===== src/rtl/gate_bist_ctrl.sv =====
`default_nettype none
// ============================================================================
// Module      : gate_bist_ctrl
// Description : Logic BIST controller for a 19-input / 10-output gate netlist.
//               A 19-bit Fibonacci LFSR (x^19+x^6+x^2+x+1) generates stimulus
//               patterns. Each pattern is held for SETTLE cycles, then the
//               netlist response is folded into a 16-bit MISR (poly 0x1021).
//               After PATTERNS captures the MISR is compared against golden.
// Ports       : clk        - single clock, rising edge
//               rst        - synchronous active-high reset
//               start      - run request, sampled only in IDLE
//               seed       - LFSR start value (0 is replaced by 19'h00001)
//               golden     - expected final signature
//               pat_out    - stimulus to netlist inputs N1..N19 (bit0 = N1)
//               resp_in    - netlist outputs N380,N415,N403,N407,N405,
//                            N412,N411,N389,N418,N419 (bit0..bit9)
//               busy       - high in every state except IDLE
//               done       - one-cycle pulse at run end
//               pass       - result, valid from done until next LOAD
//               signature  - live MISR value
//               pat_count  - patterns captured in the current run
// Revision    : 1.0 - initial release
// ============================================================================
module gate_bist_ctrl #(
    parameter int PATTERNS = 1024,
    parameter int SETTLE   = 2
) (
    input  logic        clk,
    input  logic        rst,
    input  logic        start,
    input  logic [18:0] seed,
    input  logic [15:0] golden,
    output logic [18:0] pat_out,
    input  logic [9:0]  resp_in,
    output logic        busy,
    output logic        done,
    output logic        pass,
    output logic [15:0] signature,
    output logic [15:0] pat_count
);

    localparam logic [2:0]  S_IDLE    = 3'd0;
    localparam logic [2:0]  S_LOAD    = 3'd1;
    localparam logic [2:0]  S_APPLY   = 3'd2;
    localparam logic [2:0]  S_CAPTURE = 3'd3;
    localparam logic [2:0]  S_FINISH  = 3'd4;

    localparam logic [15:0] c_last_pat    = 16'(PATTERNS - 1);
    localparam logic [3:0]  c_last_settle = 4'(SETTLE - 1);

    logic [2:0]  r_state;
    logic [2:0]  w_state_next;
    logic [18:0] r_lfsr;
    logic [15:0] r_misr;
    logic [15:0] r_pat_count;
    logic [3:0]  r_settle;
    logic        r_pass;

    logic        w_settle_done;
    logic        w_last_pat;
    logic [18:0] w_lfsr_adv;
    logic [15:0] w_misr_next;

    assign w_settle_done = (r_settle == c_last_settle);
    assign w_last_pat    = (r_pat_count == c_last_pat);
    assign w_lfsr_adv    = {r_lfsr[17:0], r_lfsr[18] ^ r_lfsr[5] ^ r_lfsr[1] ^ r_lfsr[0]};
    assign w_misr_next   = {r_misr[14:0], 1'b0}
                         ^ (r_misr[15] ? 16'h1021 : 16'h0000)
                         ^ {6'b0, resp_in};

    // State register
    always_ff @(posedge clk) begin
        if (rst) begin
            r_state <= S_IDLE;
        end else begin
            r_state <= w_state_next;
        end
    end

    // Next-state logic
    always_comb begin
        w_state_next = r_state;
        case (r_state)
            S_IDLE:    if (start) w_state_next = S_LOAD;
            S_LOAD:    w_state_next = S_APPLY;
            S_APPLY:   if (w_settle_done) w_state_next = S_CAPTURE;
            S_CAPTURE: w_state_next = w_last_pat ? S_FINISH : S_APPLY;
            S_FINISH:  w_state_next = S_IDLE;
            default:   w_state_next = S_IDLE;
        endcase
    end

    // Datapath registers; values are left untouched in IDLE so the last
    // run's pattern, signature and count stay visible until the next LOAD.
    always_ff @(posedge clk) begin
        if (rst) begin
            r_lfsr      <= '0;
            r_misr      <= '0;
            r_pat_count <= '0;
            r_settle    <= '0;
            r_pass      <= 1'b0;
        end else begin
            case (r_state)
                S_LOAD: begin
                    r_lfsr      <= (seed == 19'd0) ? 19'h00001 : seed;
                    r_misr      <= '0;
                    r_pat_count <= '0;
                    r_settle    <= '0;
                    r_pass      <= 1'b0;
                end
                S_APPLY: begin
                    r_settle <= r_settle + 4'd1;
                end
                S_CAPTURE: begin
                    r_misr      <= w_misr_next;
                    r_pat_count <= r_pat_count + 16'd1;
                    if (!w_last_pat) begin
                        r_lfsr   <= w_lfsr_adv;
                        r_settle <= '0;
                    end
                end
                S_FINISH: begin
                    r_pass <= (r_misr == golden);
                end
                default: begin
                end
            endcase
        end
    end

    // Outputs. pass is driven from the live compare during FINISH so it is
    // already valid in the same cycle as the done pulse.
    always_comb begin
        busy      = (r_state != S_IDLE);
        done      = (r_state == S_FINISH);
        pass      = (r_state == S_FINISH) ? (r_misr == golden) : r_pass;
        pat_out   = r_lfsr;
        signature = r_misr;
        pat_count = r_pat_count;
    end

endmodule
`default_nettype wire


===== config.mk =====
export PLATFORM = sky130hd
export DESIGN_NAME = gate_bist_ctrl
export DESIGN_NICKNAME = d
export VERILOG_FILES = /design/src/rtl/gate_bist_ctrl.sv
export SDC_FILE = /design/constraint.sdc
export NUM_CORES = 1
export LEC_CHECK = 0
export CORE_MARGIN = 2
export CORE_UTILIZATION = 46
export CTS_CLUSTER_SIZE = 12
export DETAILED_ROUTE_END_ITERATION = 6
export PLACE_DENSITY = 0.81
export SLEW_MARGIN = 30
export SYNTH_ARGS = -nofsm -noshare
export SYNTH_HDL_FRONTEND = slang
export SYNTH_SLANG_ARGS = --single-unit

===== constraint.sdc =====
create_clock -name clk -period 2.78 [get_ports clk]
set_clock_uncertainty 0.2 [all_clocks]
set_input_delay 0.834 -clock clk [delete_from_list [all_inputs] [get_ports clk]]
set_output_delay 0.834 -clock clk [all_outputs]
set_load 0.02 [all_outputs]

==> out/results.txt, run 1 <==
Worst Path Required: 1.75 ns
Worst skew pair latency: 0.34 ns
Final Hold Vio Count: 0
Root Driver: clkbuf_8
R2R setup slack: 0.44 ns
Combinational share of power: 0.146
Hold_buf cts: 0
Mean post-synth cell area: 8.43 µm²
Hold Crit Class: reg2reg
Crit end category: primary output
Final WS setup: -0.0923 ns
HP Start: pat_count[1]
Worst vdd ir: 0.000501 V
#FFs+latches synth: 59
Type of origin of the critical path: input pin
Post-synth EDFFs: 0
Top FF cell, synth: dfxtp_1
Vias in the first global route: 3021
DRT iter0 DRCs: 203
Slew HR: 0.476
Wire per inst: 16.7 µm
Pre-CTS WS: -0.955 ns
Violated checks: negative setup slack
Sequential fraction of the synthesis area: 0.397
Layout cell share with drive strength beyond 1: 0.167
Final setup fails: 1
Pins Over Slew Limit: 0
Synth async-reset ratio: 0
Post-synth design cell area: 2980 µm²
Largest area contributor in the netlist: dfxtp_1
Pwr Total: 0.00218 W
H-tree depth: 3
WHS Endpoint: pat_count[1]
Fin crit share: 1.03
Synth top area share: 0.397
Fill count: 524
Flop pwr share: 0.415
Initial core utilization: 0.471
Area contributors post-synth: dfxtp_1, xor2_1, nand2_1, a311oi_1, a21oi_1
Post-synthesis cell count: 353
Clock power frac: 0.439
Nets: 519
Worst EP arrival: 1.84 ns
WL final: 9.19 mm
Power Density: 493 nW/µm²
Cts bufs inserted: 9
Synth top cells by count: dfxtp_1, nand2_1, xor2_1
Worst Tran Pin Value: 0.785 ns
Clock transition at the registers of the reported paths: 0.07 ns
Int Power: 0.00165 W
Distinct cells, synth: 48
Total core area: 6310 µm²
Post-Layout Cell Count: 550
Global-route wire length before repair: 14.8 mm
DRT Pass-1 Iters: 4
Lkg Pwr: 1.67 nW
Reg-to-Reg Start: pat_count[11]
Fmax: 348 MHz
Largest net degree at the start of global routing: 36
Area grow syn2layout: 48.4%
Sink Count: 59
HPWL after DPL: 6.43 mm
Initial antenna violation count: 0
CTS tree: done
Num ports: 102
Fin crit period: 2.87 ns
ANT cells: 0
Dominant cell by count in the synthesized netlist: dfxtp_1
RSZ-0062 raised after global routing: yes
Die area: 7130 µm²
Placed insts: 533
# rows: 29
Syn_nets: 404
Status: finished with violations
Net Switching: 0.000528 W
Switching share of power: 0.243
WHS Path Cells: 2
Vias/cell: 5.68
Tot GR Track Use: 0.256
Final RePlAce weighted congestion: 0.874
Warnings from Yosys: 0
Crit path max fanout: 2
DR DRC count: 0
MaxCap Viol Count: 0
Maximum buffer depth of the clock tree: 2
Critical path class: in2out
Die height: 84.4 µm
Die width: 84.4 µm
FF-to-FF path depth: 5
DRT antenna net count: 0
PortBufs: 101
GRT overflow: 0
DR vias: 3122
Capturing point of the worst reg2reg path: pat_out[13]
-- registers in the layout, indices dropped and copies added, names as in the netlist --
register and count:
pat_out 19, r_settle 4, r_state 3, r_pass 1
signature 16, pat_count 16
-- per-stage QoR --
stage | hold slack (ns) | util | setup TNS, ns | cell area [µm²]
finish | 0.292 | 0.699 | -0.0923 | 4410
global route | 0.311 | 0.699 | -0.136 | 4410
CTS | 0.292 | 0.698 | -0.104 | 4410
detailed placement | 0.283 | 0.661 | -0.955 | 4170
global placement | 0.273 | 0.661 | -0.880 | 4170
floorplan | 0.261 | - | 0 | 2980
-- cell usage in the layout, fill, tap and decap left out, types with 2 or more instances in the layout --
master | Yosys | routed
o21ai_0 | 9 | 8
nand2_1 | 53 | 53
xnor2_1 | 7 | 7
xor2_1 | 33 | 29
nor2_1 | 23 | 21
buf_4 | 0 | 28
nor3_1 | 4 | 4
bufinv_16 | 0 | 3
or3_1 | 3 | 3
a31oi_1 | 2 | 2
ha_1 | 3 | 3
or4_1 | 3 | 3
a21oi_1 | 26 | 26
buf_6 | 1 | 3
a21oi_2 | 6 | 6
clkdlybuf4s50_1 | 0 | 83
nor4_2 | 0 | 2
a311oi_1 | 18 | 18
clkbuf_8 | 0 | 10
xor2_2 | 0 | 4
nand3_1 | 12 | 12
o22ai_1 | 2 | 2
clkdlybuf4s15_1 | 0 | 2
nor2_2 | 0 | 2
nand4_1 | 7 | 7
nor4_1 | 10 | 8
a211oi_1 | 4 | 4
clkinv_2 | 0 | 2
a22oi_1 | 11 | 11
dfxtp_1 | 59 | 59
o211ai_1 | 2 | 2
nand2b_1 | 3 | 3
inv_1 | 6 | 6
nor3b_1 | 2 | 2
buf_2 | 2 | 10
and4_1 | 2 | 2
-- power by group through the flow --
stage / clock network (W) / logic [W] / registers, W
after floorplan: 0 / 0.000127 / 0.000946
after global placement: 0 / 0.000312 / 0.000920
after detailed placement: 0 / 0.000319 / 0.000920
after CTS: 0.000964 / 0.000316 / 0.000902
after global routing: 0.000999 / 0.000339 / 0.000906
final: 0.000955 / 0.000318 / 0.000903
-- cell type report --
type	count	area, µm²	share of cell area
inverter	6	22.5	0.00510
timing repair buffer	128	1160	0.263
clock buffer	11	141	0.0320
sequential	59	1180	0.268
tap	77	96.3	0.0218
multi-input combinational	264	1710	0.387
clock inverter	5	100	0.0227
-- worst max-delay path: stages --
cell and delay, ns:
buf_6 0.09, xor2_2 0.14, nor4_2 0.30, nand4_1 0.15, o21ai_1 0.16, buf_4 0.16
-- metal layers --
metal | part of all wire | up-vias | global-route usage
met5 | 0 | - | 0
met1 | 0.41 | 1497 | 0.318
met2 | 0.53 | 104 | 0.444
met3 | 0.044 | 17 | 0.0364
met4 | 0.025 | 0 | 0.113
li1 | - | 1504 | -
-- logic make-up after synthesis --
group | share of synthesized area
XOR/XNOR | 0.118
adder cells (fa/ha/maj) | 0.0126
AO/OA/AOI/OAI | 0.195
AND/OR/NAND/NOR | 0.233
buffers and inverters | 0.0450
flip-flops | 0.397
-- worst max-delay path by stage --
stage / startpoint / endpoint
global route: golden[14] / pass
detailed placement: golden[14] / pass
CTS: golden[10] / pass
global placement: golden[14] / pass
floorplan: golden[3] / pass
finish: golden[11] / pass
-- repair_timing --
action,CTS,global route
setup endpoints to repair,1,2
setup buffers,1,0
pin swaps,7,4
gates resized for setup,62,5
No activity file was read; power rests on OpenSTA's default activity.
==> run 2, diff against run 1 <==
PLACE_DENSITY = 0.92   (was 0.81)
==> run 2 against run 1 <==
  * The flow still finishes with violations (negative setup slack)
  * Via count up 7.0%
  * Clock power grew 6%
  * First-iteration DRC count is 39% higher
  * Critical path depth is the same
  * Critical path type unchanged
  * Largest cell class unchanged
  * Highest routed layer unchanged
==> out/results.txt, run 2 (synthesized netlist as in run 1, its figures left out) <==
Status: finished with violations
Violated checks: negative setup slack
Dpl cell area: 4180 µm² (+0.12%)
ANT cells: 0 (unchanged)
Cells along the critical path: buf_2 -> xor2_1 -> nor4_2 -> nand4_1 -> o21ai_1 -> buf_4
Hold_buf cts: 0 (unchanged)
Cts bufs inserted: 9 (unchanged)
Wire per inst: 17.9 µm (+7.1%)
Final WS setup: -0.148 ns (-0.0555 ns)
Area grow syn2layout: 50.9%
Global-route wire length before repair: 15.6 mm (+5.6%)
Pins Over Slew Limit: 0 (unchanged)
HPWL after DPL: 6.50 mm (+1.1%)
Worst skew pair latency: 0.34 ns (about the same)
Crit path max fanout: 2 (unchanged)
Final RePlAce weighted congestion: 0.872 (-0.16%)
Most frequent cells in the layout: clkdlybuf4s50_1, dfxtp_1, nand2_1
Worst vdd ir: 0.000504 V (+0.67%)
H-tree depth: 3 (unchanged)
Layout cell share with drive strength beyond 1: 0.179 (+0.0121)
Slowest-stage cell, CP: nor4_2
Fmax: 342 MHz (-1.9%)
Largest net degree at the start of global routing: 29 (-19%)
Final non-filler cell area: 4490 µm² (+1.7%)
Die width: 84.4 µm (unchanged)
Fin crit period: 2.93 ns (+0.0555 ns)
R2R setup slack: 0.10 ns (-0.34 ns)
Initial antenna violation count: 0 (unchanged)
CTS tree: done
Worst EP arrival: 1.89 ns (+0.05 ns)
Type of origin of the critical path: input pin
Total core area: 6310 µm² (unchanged)
Clock transition at the registers of the reported paths: 0.07 ns (about the same)
Die height: 84.4 µm (unchanged)
Power Density: 498 nW/µm² (+1.0%)
Lkg Pwr: 1.70 nW (+1.4%)
DR vias: 3340 (+7.0%)
DRT Pass-1 Iters: 6 (+2)
Maximum buffer depth of the clock tree: 2 (unchanged)
Tot GR Track Use: 0.274 (+0.0178)
DR DRC count: 0 (unchanged)
Post-Layout Cell Count: 557 (+1.3%)
RSZ-0062 raised after global routing: yes
FF-to-FF path depth: 14 (+9)
GRT overflow: 0 (unchanged)
Slew HR: 0.507 (+0.0308)
Vias/cell: 6.00 (+5.6%)
Num ports: 102 (unchanged)
Commonest non-fill, non-tap cell in the layout: clkdlybuf4s50_1
Worst Tran Pin Value: 0.738 ns (-0.0469 ns)
Hold Crit Class: reg2reg
MaxCap Viol Count: 0 (unchanged)
Placed insts: 532 (-0.19%)
DRT antenna net count: 0 (unchanged)
# rows: 29 (unchanged)
WL final: 9.96 mm (+8.4%)
HP Start: pat_count[15]
Fin crit share: 1.05 (+0.0199)
Worst Path Required: 1.75 ns (about the same)
Fill count: 444 (-15%)
Reg-to-Reg Start: signature[13]
Root Driver: clkbuf_8
Final Hold Vio Count: 0 (unchanged)
DRT iter0 DRCs: 283 (+39%)
Max FFs per register: 19 (unchanged)
WHS Path Cells: 2 (unchanged)
Nets: 526 (+1.3%)
WHS Endpoint: pat_count[15]
PortBufs: 101 (unchanged)
Final setup fails: 2 (+1)
Crit end category: primary output
Capturing point of the worst reg2reg path: r_pass
Die area: 7130 µm² (unchanged)
Sink Count: 59 (unchanged)
Initial core utilization: 0.471 (unchanged)
Crit path largest cell delay: 0.30 ns (about the same)
Vias in the first global route: 3226 (+6.8%)
Critical path class: in2out
run 2: cell types whose count changed in the layout (fill, tap and decap cells not counted), moves of 2 or more:
| cell | previous run | this run |
|---|---|---|
| buf_4 | 28 | 34 |
| clkbuf_8 | 10 | 12 |
| xor2_1 | 29 | 31 |
| xor2_2 | 4 | 2 |
run 2: cell type report:
type	count	area, µm²	area share
sequential	59	1180	0.263
inverter	6	22.5	0.00502
tap	77	96.3	0.0215
clock buffer	12	165	0.0368
multi-input combinational	264	1710	0.380
timing repair buffer	135	1220	0.272
clock inverter	4	95.1	0.0212
run 2: worst max-delay path: cells and delay by family:
| family | cells | cell delay (ns) |
|---|---|---|
| AO/OA/AOI/OAI | 1 | 0.16 |
| XOR/XNOR | 1 | 0.17 |
| AND/OR/NAND/NOR | 2 | 0.46 |
| buffers and inverters | 2 | 0.27 |
run 2: worst max-delay path by stage:
stage,start,to,slack (ns),cells past startpoint
5_1_grt,golden[6],pass,-0.19,6
3_5_place_dp,golden[13],pass,-0.94,6
6_report,golden[6],pass,-0.15,6
2_1_floorplan,golden[3],pass,0.04,4
3_3_place_gp,golden[14],pass,-0.91,6
4_1_cts,golden[10],pass,-0.11,6
run 2: repair_timing:
| action | in CTS | in global routing |
|---|---|---|
| pin swaps | 8 | 2 |
| setup endpoints to repair | 2 | 2 |
| resized for setup | 60 | 6 |
| setup buffers | 9 | 0 |
run 2: where the power goes:
group / switching [W] / total (W) / internal (W) / leakage [nW]
combinational: 0.000168 / 0.000324 / 0.000157 / 1.09
sequential: 0.0000297 / 0.000904 / 0.000874 / 0.479
clock: 0.000340 / 0.00101 / 0.000668 / 0.133
total: 0.000537 / 0.00224 / 0.00170 / 1.70
run 2: through the flow:
stage / power [W] / setup TNS (ns) / hold WS (ns) / worst slack (ns) / utilization
finish: 0.00224 / -0.271 / 0.296 / -0.148 / 0.711
global route: 0.00230 / -0.359 / 0.316 / -0.193 / 0.711
CTS: 0.00223 / -0.113 / 0.298 / -0.109 / 0.707
detailed placement: 0.00124 / -0.940 / 0.287 / -0.940 / 0.662
global placement: 0.00123 / -0.914 / 0.273 / -0.914 / 0.662
floorplan: 0.00107 / 0 / 0.261 / 0.0389 / -
run 2: metal layers:
layer  part of all wire  track usage  vias up
met5                  0            0        -
met4              0.047        0.163        0
met3              0.060       0.0590       51
met2               0.51        0.460      177
met1               0.39        0.321     1594
li1                   -            -     1518
==> run 3, diff against run 2 <==
CTS_CLUSTER_SIZE = 8   (was 12)
RECOVER_POWER = 50   (was unset)
==> run 3 against run 2 <==
  * The flow still finishes with violations (negative setup slack)
  * Worst hold slack worse by 0.0066 ns
  * Total power is 0.29% lower
  * Sequential power hardly changed
  * Cell area is 0.72% lower
  * Sequential cell count stayed put
  * Worst setup slack worse by 0.00075 ns
  * Largest power group unchanged
  * Critical path depth stayed put
  * Critical endpoint unchanged
  * Die area stayed put
  * Combinational power is 2% lower
  * Sequential share of layout area is 0.19 points higher
  * Cell count stayed put
==> out/results.txt, run 3 (synthesized netlist as in run 1, its figures left out) <==
Wire per inst: 17.8 µm (-0.30%)
HPWL after DPL: 6.50 mm (unchanged)
Hold Crit Class: reg2reg
Fill count: 453 (+2.0%)
Fin crit share: 1.05 (about the same)
ANT cells: 0 (unchanged)
Sink Count: 59 (unchanged)
R2R setup slack: 0.08 ns (-0.02 ns)
Total core area: 6310 µm² (unchanged)
Initial core utilization: 0.471 (unchanged)
Worst skew pair latency: 0.33 ns (about the same)
DR vias: 3342 (+0.060%)
Area occupied by multi-input gates: 1700 µm² (-0.51%)
Most frequent cells in the layout: clkdlybuf4s50_1, dfxtp_1, nand2_1
Layout cell share with drive strength beyond 1: 0.171 (-0.00833)
Worst vdd ir: 0.000502 V (-0.45%)
Fmax: 341 MHz (about the same)
Status: finished with violations
Nets: 526 (unchanged)
Area grow syn2layout: 49.8%
CP startpoint: golden[6]
Clock transition at the registers of the reported paths: 0.07 ns (about the same)
Crit end category: primary output
Final setup fails: 2 (unchanged)
H-tree depth: 3 (unchanged)
Final RePlAce weighted congestion: 0.872 (unchanged)
Worst Tran Pin Value: 0.950 ns (+0.212 ns)
Worst EP arrival: 1.89 ns (about the same)
Setup TNS Final: -0.287 ns (-0.0165 ns)
Tot GR Track Use: 0.274 (unchanged)
Reg area: 1180 µm² (unchanged)
DR DRC count: 0 (unchanged)
Max FFs per register: 19 (unchanged)
Root Driver: clkbuf_8
PortBufs: 101 (unchanged)
CTS tree: done
DRT antenna net count: 0 (unchanged)
Maximum buffer depth of the clock tree: 2 (unchanged)
Lkg Pwr: 1.71 nW (+0.53%)
Num ports: 102 (unchanged)
Die area: 7130 µm² (unchanged)
RSZ-0062 raised after global routing: yes
DRT Pass-1 Iters: 6 (unchanged)
Final non-filler cell area: 4460 µm² (-0.72%)
Cts bufs inserted: 9 (unchanged)
Pins Over Slew Limit: 0 (unchanged)
Fin crit period: 2.93 ns (+0.000745 ns)
Fin Hold WS: 0.289 ns (-0.00659 ns)
Final core utilization: 0.706 (-0.00515)
Critical path endpoint: pass
Vias/cell: 6.00 (about the same)
Reg-to-Reg Start: r_state[1]
Capturing point of the worst reg2reg path: pat_out[6]
Crit path max fanout: 2 (unchanged)
DRT iter0 DRCs: 253 (-11%)
WL final: 9.93 mm (-0.30%)
GRT overflow: 0 (unchanged)
Type of origin of the critical path: input pin
Violated checks: negative setup slack
Die height: 84.4 µm (unchanged)
Final WS setup: -0.149 ns (-0.000745 ns)
Dpl cell area: 4180 µm² (unchanged)
Largest net degree at the start of global routing: 29 (unchanged)
Die width: 84.4 µm (unchanged)
Commonest non-fill, non-tap cell in the layout: clkdlybuf4s50_1
Hold_buf cts: 0 (unchanged)
Worst Path Required: 1.75 ns (about the same)
Slew HR: 0.367 (-0.140)
# rows: 29 (unchanged)
Final Hold Vio Count: 0 (unchanged)
FF-to-FF path depth: 6 (-8)
Vias in the first global route: 3226 (unchanged)
Initial antenna violation count: 0 (unchanged)
Global-route wire length before repair: 15.6 mm (unchanged)
Critical path class: in2out
Power Density: 500 nW/µm² (+0.43%)
MaxCap Viol Count: 0 (unchanged)
run 3: timing repair:
item	4_1_cts	5_1_grt
pin swaps	8	2
resized for setup	60	6
buffers inserted	9	0
setup endpoints to repair	2	2
run 3: power by group:
part | switching (W) | leakage [nW] | internal, W
Combinational | 0.000167 | 1.09 | 0.000151
Clock | 0.000339 | 0.133 | 0.000668
Sequential | 0.0000295 | 0.479 | 0.000874
Total | 0.000536 | 1.71 | 0.00169
run 3: worst min path at each step:
stage | start | endpoint | slack, ns | cells past startpoint
2_1_floorplan | r_pass | r_pass | 0.26 | 2
3_3_place_gp | pat_count[1] | pat_count[1] | 0.27 | 2
3_5_place_dp | pat_count[15] | pat_count[15] | 0.29 | 2
4_1_cts | pat_count[15] | pat_count[15] | 0.30 | 2
5_1_grt | pat_count[15] | pat_count[15] | 0.31 | 2
6_report | pat_count[15] | pat_count[15] | 0.29 | 2
run 3: layer usage:
metal / part of all wire / vias up / GRT usage
met5: 0 / - / 0
met4: 0.047 / 0 / 0.163
met3: 0.051 / 45 / 0.0590
met2: 0.51 / 156 / 0.460
met1: 0.39 / 1621 / 0.321
li1: - / 1520 / -
run 3: cell type report:
| cell class | instances | share of cell area |
|---|---|---|
| clock buffers | 12 | 0.0370 |
| clock inverters | 4 | 0.0213 |
| inverters | 6 | 0.00505 |
| multi-input cells | 264 | 0.381 |
| flip-flops and latches | 59 | 0.265 |
| well taps | 77 | 0.0216 |
| repair buffers | 135 | 0.269 |
run 3: critical path, stage by stage:
cell     delay (ns)
buf_2          0.11
xor2_1         0.17
nor4_2         0.30
nand4_1        0.16
o21ai_1        0.16
buf_4          0.16
run 3: stage by stage:
stage / setup WS (ns) / std cells / power [W]
finish: -0.149 / 557 / 0.00223
global route: -0.193 / 557 / 0.00230
CTS: -0.109 / 557 / 0.00223
detailed placement: -0.940 / 532 / 0.00124
global placement: -0.914 / 532 / 0.00123
floorplan: 0.0389 / 353 / 0.00107
